--- src/rtl/qq_level_fetch.sv ---
// qq_level_fetch
//   Front stage of one QuickQ level. Takes a single enqueue/dequeue op,
//   reads the addressed RAM word through a 1-cycle synchronous RAM port,
//   and presents {top-of-queue register, RAM word, op} to the value router.
//   It then waits for the router's feedback, which updates the top register,
//   optionally writes a word back to RAM, and updates occupancy.
//
// Ports
//   clk, rst                      clock, asynchronous active-high reset
//   op_valid/op_ready             op request handshake (op_type, op_data, op_addr)
//   ram_rd_en/addr, ram_rd_data   synchronous RAM read port (data one cycle later)
//   ram_wr_en/addr/data           RAM write port (write-back from the router)
//   out_valid/out_ready           router operands handshake
//   reg_data, ram_data            top-of-queue register, captured RAM word
//   out_type, out_new             latched op type and op data
//   fb_valid, fb_reg, fb_ram_we,  router feedback, consumed only in WB
//   fb_ram
//   count, full, empty            occupancy
//   err                           one-cycle pulse after an illegal op is accepted
//
// Handshakes: a transfer happens on a rising clk edge where valid and ready
// are both high. valid, once raised, stays high with its payload stable until
// that edge; ready may change freely.
//
// Build option
//   QQ_EMPTY_BYPASS_EN: a legal enqueue into an empty level skips the RAM
//   read (nothing useful is stored there) and presents the all-ones sentinel
//   as the RAM word, cutting latency from 3 cycles to 1.

module qq_level_fetch #(
  parameter int DATA_W = 16,
  parameter int DEPTH  = 16,
  parameter int ADDR_W = $clog2(DEPTH)
) (
  input  logic              clk,
  input  logic              rst,
  input  logic              op_valid,
  output logic              op_ready,
  input  logic              op_type,
  input  logic [DATA_W-1:0] op_data,
  input  logic [ADDR_W-1:0] op_addr,
  output logic              ram_rd_en,
  output logic [ADDR_W-1:0] ram_rd_addr,
  input  logic [DATA_W-1:0] ram_rd_data,
  output logic              ram_wr_en,
  output logic [ADDR_W-1:0] ram_wr_addr,
  output logic [DATA_W-1:0] ram_wr_data,
  output logic              out_valid,
  input  logic              out_ready,
  output logic [DATA_W-1:0] reg_data,
  output logic [DATA_W-1:0] ram_data,
  output logic              out_type,
  output logic [DATA_W-1:0] out_new,
  input  logic              fb_valid,
  input  logic [DATA_W-1:0] fb_reg,
  input  logic              fb_ram_we,
  input  logic [DATA_W-1:0] fb_ram,
  output logic [ADDR_W:0]   count,
  output logic              full,
  output logic              empty,
  output logic              err
);

  localparam logic [ADDR_W:0] DEPTH_C = (ADDR_W+1)'(DEPTH);

  typedef enum logic [2:0] {
    S_IDLE    = 3'd0,
    S_READ    = 3'd1,
    S_WAIT    = 3'd2,
    S_PRESENT = 3'd3,
    S_WB      = 3'd4
  } state_t;

  state_t state_q, state_d;

  logic [ADDR_W-1:0] addr_q;
  logic [DATA_W-1:0] top_q;
  logic [DATA_W-1:0] ram_q;
  logic [DATA_W-1:0] new_q;
  logic              type_q;
  logic [ADDR_W:0]   count_q;
  logic              err_q;

  logic accept;
  logic illegal;
  logic bypass;
  logic fb_take;

  assign accept  = op_valid & op_ready;
  // Dequeue needs something to remove, enqueue needs a free slot.
  assign illegal = op_type ? empty : full;
  assign fb_take = fb_valid & (state_q == S_WB);

`ifdef QQ_EMPTY_BYPASS_EN
  assign bypass = ~op_type & empty;
`else
  assign bypass = 1'b0;
`endif

  // ---------------- state register ----------------
  always_ff @(posedge clk or posedge rst) begin
    if (rst) state_q <= S_IDLE;
    else     state_q <= state_d;
  end

  // ---------------- next-state logic ----------------
  always_comb begin
    state_d = state_q;
    case (state_q)
      S_IDLE: begin
        if (accept && !illegal) state_d = bypass ? S_PRESENT : S_READ;
      end
      S_READ:    state_d = S_WAIT;
      S_WAIT:    state_d = S_PRESENT;
      S_PRESENT: if (out_ready) state_d = S_WB;
      S_WB:      if (fb_valid) state_d = S_IDLE;
      default:   state_d = S_IDLE;
    endcase
  end

  // ---------------- outputs ----------------
  always_comb begin
    op_ready  = (state_q == S_IDLE);
    out_valid = (state_q == S_PRESENT);
    ram_rd_en = (state_q == S_READ);
    ram_wr_en = fb_take & fb_ram_we;
  end

  assign ram_rd_addr = addr_q;
  assign ram_wr_addr = addr_q;
  assign ram_wr_data = fb_ram;
  assign reg_data    = top_q;
  assign ram_data    = ram_q;
  assign out_type    = type_q;
  assign out_new     = new_q;
  assign count       = count_q;
  assign full        = (count_q == DEPTH_C);
  assign empty       = (count_q == '0);
  assign err         = err_q;

  // ---------------- datapath ----------------
  always_ff @(posedge clk or posedge rst) begin
    if (rst) begin
      addr_q  <= '0;
      type_q  <= 1'b0;
      new_q   <= '0;
      ram_q   <= '0;
      top_q   <= '1;
      count_q <= '0;
      err_q   <= 1'b0;
    end else begin
      err_q <= accept & illegal;
      if (accept) begin
        addr_q <= op_addr;
        type_q <= op_type;
        new_q  <= op_data;
        // Empty level: the sentinel stands in for the unread RAM word.
        if (!illegal && bypass) ram_q <= '1;
      end
      if (state_q == S_WAIT) ram_q <= ram_rd_data;
      if (fb_take) begin
        top_q <= fb_reg;
        // Range is guaranteed by the illegal-op check, so no saturation.
        if (type_q) count_q <= count_q - 1'b1;
        else        count_q <= count_q + 1'b1;
      end
    end
  end

endmodule

--- config.mk ---
export PLATFORM = sky130hd
export DESIGN_NAME = qq_level_fetch
export DESIGN_NICKNAME = d
export VERILOG_FILES = /design/src/rtl/qq_level_fetch.sv
export SDC_FILE = /design/constraint.sdc
export NUM_CORES = 1
export LEC_CHECK = 0
export ABC_AREA = 1
export CORE_MARGIN = 1.5
export CORE_UTILIZATION = 38
export DETAILED_ROUTE_END_ITERATION = 10
export PLACE_DENSITY_LB_ADDON = 0.1
export RECOVER_POWER = 25
export SLEW_MARGIN = 10
export SYNTH_ARGS = -nofsm -noshare
export SYNTH_HDL_FRONTEND = slang
export SYNTH_SLANG_ARGS = --single-unit
--- constraint.sdc ---
create_clock -name clk -period 2.3 [get_ports clk]
set_clock_uncertainty 0.1 [all_clocks]
set_input_delay 0.46 -clock clk [delete_from_list [all_inputs] [get_ports clk]]
set_output_delay 0.46 -clock clk [all_outputs]
set_load 0.03 [all_outputs]
==> out/metrics.yaml, run 1 <==
status: "finished clean"
path_depth: 1
cts_resized: 5
wl_mm: 5.952
cp-startpoint: "out_type"
clkLatencyLatePin_ns: 0.33
worstSetupPathType: "register to output pin"
clk_path_buf_depth: 2
drc_errors: 0
die_h_um: 88.58
start_util: 0.3878
critPathMaxStageDelay_ns: 0.74
drv_slew: 0
drtAntennaViolNets: 0
dr.pass1.iters: 4
nFillCells: 621
path_buf_inv: 1
yosys-top-cells-area: "dfrtp_1 41%, dfstp_2 15%, nand2_1 9.3%"
cp.required_ns: 1.74
htree_levels: 3
r2r-end: "count[4]"
instances_no_fill: 459
r2r-start: "out_type"
ios: 160
crit_slowest_cell: "clkdlybuf4s50_1"
ctsRootBufferMaster: "clkbuf_8"
worst-path-max-fanout: 7
ys_ff_latch: 62
grt-ovfl-total: 0
syn_nets: 319
worstHoldPathType: "register to register"
powerDensity_nw_per_um2: 1665
crit_path_end_kind: "output pin"
setup_viol: 0
antenna_cells: 0
hold_viol: 0
cts_made_buffers: 9
final_cell_mix: "121 x clkdlybuf4s50_1, 69 x nand2_1, 46 x dfrtp_1, 19 x mux2_2, 17 x mux2_4"
yosysSeqAreaShare: 0.5647
yosysWarnings: 0
layout_min_cycle_time_ns: 2.155
gp_congestion: 0.7463
rsz0062_at_grt: "no"
grt_pass1_wl_mm: 9.259
yosys.area.top_type: "dfrtp_1"
relSlewSlack: 0.09073
place_inst: 443
setup_slack_ns: 0.1449
die_x_um: 88.58
grt_max_degree: 63
clock_sinks: 62
vias: 2010
dp_slack_ns: 0.2566
syn_area_um2: 2783
start_kind: "register"
die_area_um2: 7846
max-cap-violations: 0
rr_worst_depth: 9
endpoint: "out_type"
cts_tree: "done"
fin_tns_setup_ns: 0
fmax_ghz: 0.4640
antenna_found_initial: 0
synth_top_area_frac: 0.4137
drive_gt1_frac: 0.2056
cts_setup_buffers: 0
via_per_inst: 4.379
clk_pin_slew_ns: 0.07
vdd_drop_max_mv: 0.6484
r2r_slack_ns: 0.47
area_growth_syn_to_layout_pct: 51.66
syn_area_per_cell_um2: 11.59
coreArea_um2: 7176
grt_usage: 0.1577
drt-initial-drc-count: 61
crit_arrival_ns: 1.60
worstMarginPinSlew_ns: 1.364
finalCritPeriodShare: 0.9370
postLayoutCoreUtil: 0.5881
p_leak_nw: 1.927
dp_hpwl_mm: 4.229
grt_pass1_vias: 1965
ys_types: 23
final_common_cell: "clkdlybuf4s50_1"
num_rows: 31
hold_buffers: 0
power_w: 0.007027
wire_per_inst_um: 12.97
cp_top_family: "buffers and inverters"
portBuffers: 127
netlist_instances: 240
nNetsFinal: 434
path_cells: "clkdlybuf4s50_1"
layout make-up:
type | instances | area [um2] | area share
tap | 99 | 123.9 | 0.02935
clock inverter | 4 | 70.07 | 0.01660
sequential | 62 | 1572 | 0.3724
clock buffer | 12 | 145.1 | 0.03439
inverter | 11 | 41.29 | 0.009784
multi-input combinational | 141 | 973.4 | 0.2307
timing repair buffer | 130 | 1295 | 0.3068
flip-flops by register name (all words and copies together) (netlist names):
signal and flops:
out_new 16, ram_data 16, reg_data 16, count 5, ram_rd_addr 4, state_q 3
err 1, out_type 1
routing by layer:
metal | track usage | up-vias | share of wire
met4 | 0.08807 | 0 | 0.018
met5 | 0 | - | 0
met1 | 0.1993 | 947 | 0.44
li1 | - | 979 | -
met2 | 0.2394 | 73 | 0.45
met3 | 0.05131 | 11 | 0.086
cell families (layout without fill, tap and decap cells):
| family | count (synthesis) | in the layout | synth area share |
|---|---|---|---|
| AND/OR/NAND/NOR | 90 | 90 | 0.1353 |
| flip-flops | 62 | 62 | 0.5647 |
| buffers and inverters | 37 | 157 | 0.08543 |
| multiplexers | 36 | 36 | 0.1686 |
| AO/OA/AOI/OAI | 7 | 7 | 0.01259 |
| adder cells (fa/ha/maj) | 4 | 4 | 0.02069 |
| XOR/XNOR | 4 | 4 | 0.01259 |
how the worst min path moves through the flow:
stage               depth (start not counted)         start           end
floorplan                                   2  reg_data[10]  reg_data[10]
global placement                            2   reg_data[6]   reg_data[6]
detailed placement                          2  reg_data[12]  reg_data[12]
CTS                                         2  reg_data[15]  reg_data[15]
global route                                2   reg_data[6]   reg_data[6]
finish                                      2   reg_data[9]   reg_data[9]
through the flow:
step                instance area, um2  hold slack, ns
floorplan                         2783          0.4262
global placement                  4026          0.3555
detailed placement                4026          0.3598
CTS                               4235          0.3722
global route                      4220          0.3831
finish                            4220          0.3680
cell usage after synthesis:
cell type and n:
buf_6 2, buf_2 1, dfstp_2 16, nand3_1 4, nand2_1 69, inv_2 1, nand2_2 2, buf_4 22
xnor2_1 3, o21ai_0 5, nor3_4 1, xor2_1 1, clkbuf_1 1, mux2_2 19, nand4_1 2, inv_1 10
ha_1 3, fa_1 1, mux2_4 17, nand3b_1 3, a21oi_1 2, dfrtp_1 46, nor2_1 9
worst min-delay path, stage by stage, from the launching register on:
cell and delay, ns:
dfstp_2 0.37, nand2_1 0.05, nand2_1 0.05
report_power, final:
group          switching, W  total, W  internal, W
combinational       0.00207   0.00387      0.00180
sequential         0.000368   0.00211      0.00174
clock              0.000406   0.00104     0.000637
total               0.00285   0.00703      0.00418
(Power assumes the default switching activity.)
==> inputs of run 2 (changes only) <==
Settings changed: CAP_MARGIN set to 30, REMOVE_ABC_BUFFERS set to 1.
==> run 2 against run 1 <==
Net effect: sequential power about the same; critical path depth grew 3; flip-flop and latch count stayed put; wire length increased by 6.0%; clock power fell by 10%; via count rose by 2.9%; combinational power hardly changed; highest routed layer unchanged; core utilization is 0.26 points lower; fmax is 0.75% higher; worst setup slack gained 0.016 ns; register-to-register slack about the same.
==> out/metrics.yaml, run 2 (synthesis gave the netlist of run 1 again) <==
powerDensity_nw_per_um2: 1644  # was 1665 nW/um2
crit_path_end_kind: "output pin"  # unchanged
drive_gt1_frac: 0.2056  # unchanged
max-cap-violations: 0  # unchanged
final_common_cell: "clkdlybuf4s50_1"  # unchanged
p_comb_frac: 0.560  # was 0.551
path_buf_inv: 1  # unchanged
swShare: 0.4104  # was 0.4052
grt_max_degree: 46  # was 63
clkLatencyLatePin_ns: 0.33  # about the same
drt-initial-drc-count: 70  # was 61
status: "finished clean"  # unchanged
placed_area_um2: 4026  # unchanged
cpMostUsedCell: "nor2_1"
cp_top_family: "flip-flops"  # was buffers and inverters
cts_tree: "done"  # unchanged
die_area_um2: 7846  # unchanged
portBuffers: 127  # unchanged
ctsRootBufferMaster: "clkbuf_8"  # unchanged
clock_sinks: 62  # unchanged
fmax_ghz: 0.4675  # was 0.4640 GHz
start_util: 0.3878  # unchanged
grt_pass1_wl_mm: 9.936  # was 9.259 mm
finalCritPeriodShare: 0.9300  # was 0.9370
hold_buffers: 0  # unchanged
worstMarginPinSlew_ns: 0.6514  # was 1.364 ns
fin_tns_setup_ns: 0  # unchanged
clk_pin_slew_ns: 0.07  # about the same
grt-ovfl-total: 0  # unchanged
relSlewSlack: 0.5652  # was 0.09073
coreArea_um2: 7176  # unchanged
nFillCells: 627  # was 621
grt_usage: 0.1684  # was 0.1577
grt_pass1_vias: 2108  # was 1,965
final_cell_mix: "120 x clkdlybuf4s50_1, 69 x nand2_1, 46 x dfrtp_1, 19 x mux2_2, 17 x mux2_4"  # was 121 x clkdlybuf4s50_1, 69 x nand2_1, 46 x dfrtp_1, 19 x mux2_2, 17 x mux2_4
power.internal_w: 0.004072  # was 0.004180 W
multi_input_comb_area_um2: 973.4  # unchanged
gp_congestion: 0.7399  # was 0.7463
drv_slew: 0  # unchanged
path_cells: "nor2_1, nand2_1, nor2_1, dlygate4sd2_1"  # was clkdlybuf4s50_1
drc_errors: 0  # unchanged
seqCellArea_um2: 1572  # unchanged
dr.pass1.iters: 4  # unchanged
setup_viol: 0  # unchanged
ios: 160  # unchanged
die_h_um: 88.58  # unchanged
vias: 2069  # was 2,010
antenna_found_initial: 0  # unchanged
dp_hpwl_mm: 4.619  # was 4.229 mm
critPathMaxStageDelay_ns: 0.45  # was 0.74 ns
crit_arrival_ns: 1.58  # was 1.60 ns
cp.required_ns: 1.74  # about the same
vdd_drop_max_mv: 0.7165  # was 0.6484 mV
clk_path_buf_depth: 2  # unchanged
crit_slowest_cell: "dfrtp_1"  # was clkdlybuf4s50_1
wl_mm: 6.307  # was 5.952 mm
postLayoutCellArea_um2: 4202  # was 4220 um2
layout_min_cycle_time_ns: 2.139  # was 2.155 ns
cts_made_buffers: 9  # unchanged
worst-path-max-fanout: 5  # was 7
htree_levels: 3  # unchanged
area_growth_syn_to_layout_pct: 50.99  # was 51.66%
rsz0062_at_grt: "no"  # unchanged
via_per_inst: 4.508  # was 4.379
worstHoldPathType: "register to register"  # unchanged
die_x_um: 88.58  # unchanged
start_kind: "register"  # unchanged
wire_per_inst_um: 13.74  # was 12.97 um
num_rows: 31  # unchanged
clockPowerShare: 0.135  # was 0.149
drtAntennaViolNets: 0  # unchanged
hold_viol: 0  # unchanged
p_leak_nw: 1.915  # was 1.927 nW
worstSetupPathType: "register to output pin"  # unchanged
nNetsFinal: 434  # unchanged
seq_power_share: 0.305  # was 0.301
antenna_cells: 0  # unchanged
p_switching_w: 0.002835  # was 0.002847 W
==> run 2: final cells by class <==
class                      count  area share
timing repair buffer         130      0.3091
tap                           99     0.02948
clock inverter                 4     0.01132
sequential                    62      0.3740
inverter                      11    0.009827
multi-input combinational    141      0.2317
clock buffer                  12     0.03454
==> run 2: worst paths after layout <==
| path | cells after the start | startpoint | slack, ns | endpoint |
|---|---|---|---|---|
| worst max-delay path | 4 | count[0] | 0.16 | empty |
| worst min-delay path | 2 | reg_data[9] | 0.37 | reg_data[9] |
| worst max register to register | 9 | out_type | 0.46 | count[4] |
| worst min register to register | 2 | reg_data[9] | 0.37 | reg_data[9] |
| max in group asynchronous | 3 | rst | 0.41 | ram_data[6] |
| min in group asynchronous | 2 | rst | 0.56 | count[0] |
==> run 2: what timing repair did <==
action / in CTS / in global routing
resized for setup: 5 / 1
setup buffers: 0 / 0
endpoints found under the setup margin: 5 / 1
hold endpoints to repair: 0 / 0
==> run 2: stage by stage <==
step / worst slack [ns] / hold slack (ns) / instances / util / total power (W)
CTS: 0.1273 / 0.3406 / 459 / 0.5871 / 0.007004
floorplan: 0.1082 / 0.4285 / 214 / - / 0.004484
detailed placement: 0.2307 / 0.3601 / 443 / 0.5611 / 0.006058
global route: 0.0001216 / 0.3853 / 459 / 0.5855 / 0.007347
global placement: 0.2663 / 0.3548 / 443 / 0.5611 / 0.006005
finish: 0.1610 / 0.3672 / 459 / 0.5855 / 0.006908
==> run 2: metal layers <==
layer / vias up / part of all wire / global-route usage
li1: 982 / - / -
met1: 978 / 0.44 / 0.2057
met5: - / 0 / 0.02597
met2: 101 / 0.44 / 0.2484
met3: 8 / 0.11 / 0.09049
met4: 0 / 0.012 / 0.06534
==> run 2: worst reg2reg max path: stages (launching register included) <==
cell,delay (ns)
dfrtp_1,0.48
fa_1,0.49
nand2_1,0.08
inv_1,0.03
o21ai_0,0.22
nand2_1,0.08
nand2_1,0.06
nand2_1,0.05
nand2_1,0.05
o21ai_0,0.08
==> run 2: power groups by stage <==
stage	clock, W	sequential, W	combinational (W)
after floorplan	0	0.00323	0.00125
after global placement	0	0.00210	0.00391
after detailed placement	0	0.00213	0.00393
after CTS	0.000972	0.00211	0.00392
after global routing	0.00102	0.00219	0.00414
final	0.000934	0.00211	0.00387
==> variant: new RTL, config.mk and constraints of run 1 <==
Compare `count_q` against `DEPTH_C` with >= in place of ==.
--- a/src/rtl/qq_level_fetch.sv
+++ b/src/rtl/qq_level_fetch.sv
@@ -134,7 +134,7 @@
   assign out_type    = type_q;
   assign out_new     = new_q;
   assign count       = count_q;
-  assign full        = (count_q == DEPTH_C);
+  assign full        = (count_q >= DEPTH_C);
   assign empty       = (count_q == '0);
   assign err         = err_q;
 
Check against the original RTL: no difference found for any inputs over 10 cycles, from zero or initial values and one cycle with rst high; that may be too few to reach the edited logic, so the function may still have changed.
==> variant against run 1 <==
  * Worst hold slack worse by 0.0029 ns
  * Power down 2.7%
  * Area after synthesis up 1.8%
  * Non-clock buffer count up 1
  * Wire length up 16%
  * Global-route usage up 1.3 points
  * Setup slack better by 0.052 ns
  * Critical path depth unchanged
  * Core utilization down 0.091 points
  * Sequential share of layout area down 0.14 points
  * Cell area up 0.39%
  * Sequential cell count unchanged
==> variant: results <==
set metrics [dict create \
    path_max_fanout 2 \
    synth.top_cells.by_count "sky130_fd_sc_hd__nand2_1 (157), sky130_fd_sc_hd__dfrtp_1 (46), sky130_fd_sc_hd__nand3_1 (26)" \
    comb-power_mw 3.72 \
    rrSetupSlack_ns 0.53 \
    leading_post_synthesis_cells_by_cell_area "sky130_fd_sc_hd__dfrtp_1 (41%), sky130_fd_sc_hd__nand2_1 (21%), sky130_fd_sc_hd__dfstp_2 (15%)" \
    synthMuxAreaShare 0 \
    drt_first_iter_violations 69 \
    power.static_leakage_nw 2.08 \
    synthXorXnorAreaFrac 0.00928 \
    drt_wl_total_um 6880 \
    layout-drive-gt1-share 0.109 \
    initial_core_util 0.392 \
    post-place-ws_ns 0.283 \
    critical-path-max-stage-delay_ns 0.69 \
    routedWlPerCell_um 12.8 \
    run_status "complete, no violations" \
    final.hold.worst_slack_ns 0.365 \
    final.signal_inverter_count 19 \
    syn_area_um2 2830 \
    hold-path-endpoint "reg_data[12]$_DFFE_PP1N_" \
    buf_share 0.305 \
    multi_input_gate_share_of_the_layout_cell_area 0.227 \
    synth_adder_area_share 0.0203 \
    grt_pass1_wl_um 10300 \
    multiInputGateArea_um2 961 \
    multi_input_gates 212 \
    num-nets-final 514 \
]
==> variant: cell types whose count changed in the layout (fill, tap and decap cells not counted), moves of 4 or more <==
cell	run 1	this run
sky130_fd_sc_hd__mux2_4	17	0
sky130_fd_sc_hd__nand3_1	4	26
sky130_fd_sc_hd__nor2_1	9	5
sky130_fd_sc_hd__inv_1	9	14
sky130_fd_sc_hd__nand2_1	69	157
sky130_fd_sc_hd__mux2_2	19	0
==> variant: worst max path at each step <==
stage                            startpoint              endpoint  slack [ns]  cells after the start
finish              reg_data[1]$_DFFE_PP1N_           reg_data[1]        0.20                      1
global route           count[4]$_DFFE_PP0N_                  full        0.14                      1
CTS                    count[2]$_DFFE_PP0N_                 empty       0.001                      4
detailed placement   state_q[1]$_DFFE_PP0P_             out_valid        0.28                      3
global placement     state_q[2]$_DFFE_PP0P_             ram_rd_en        0.30                      2
floorplan                               rst  count[0]$_DFFE_PP0N_        0.23                      1
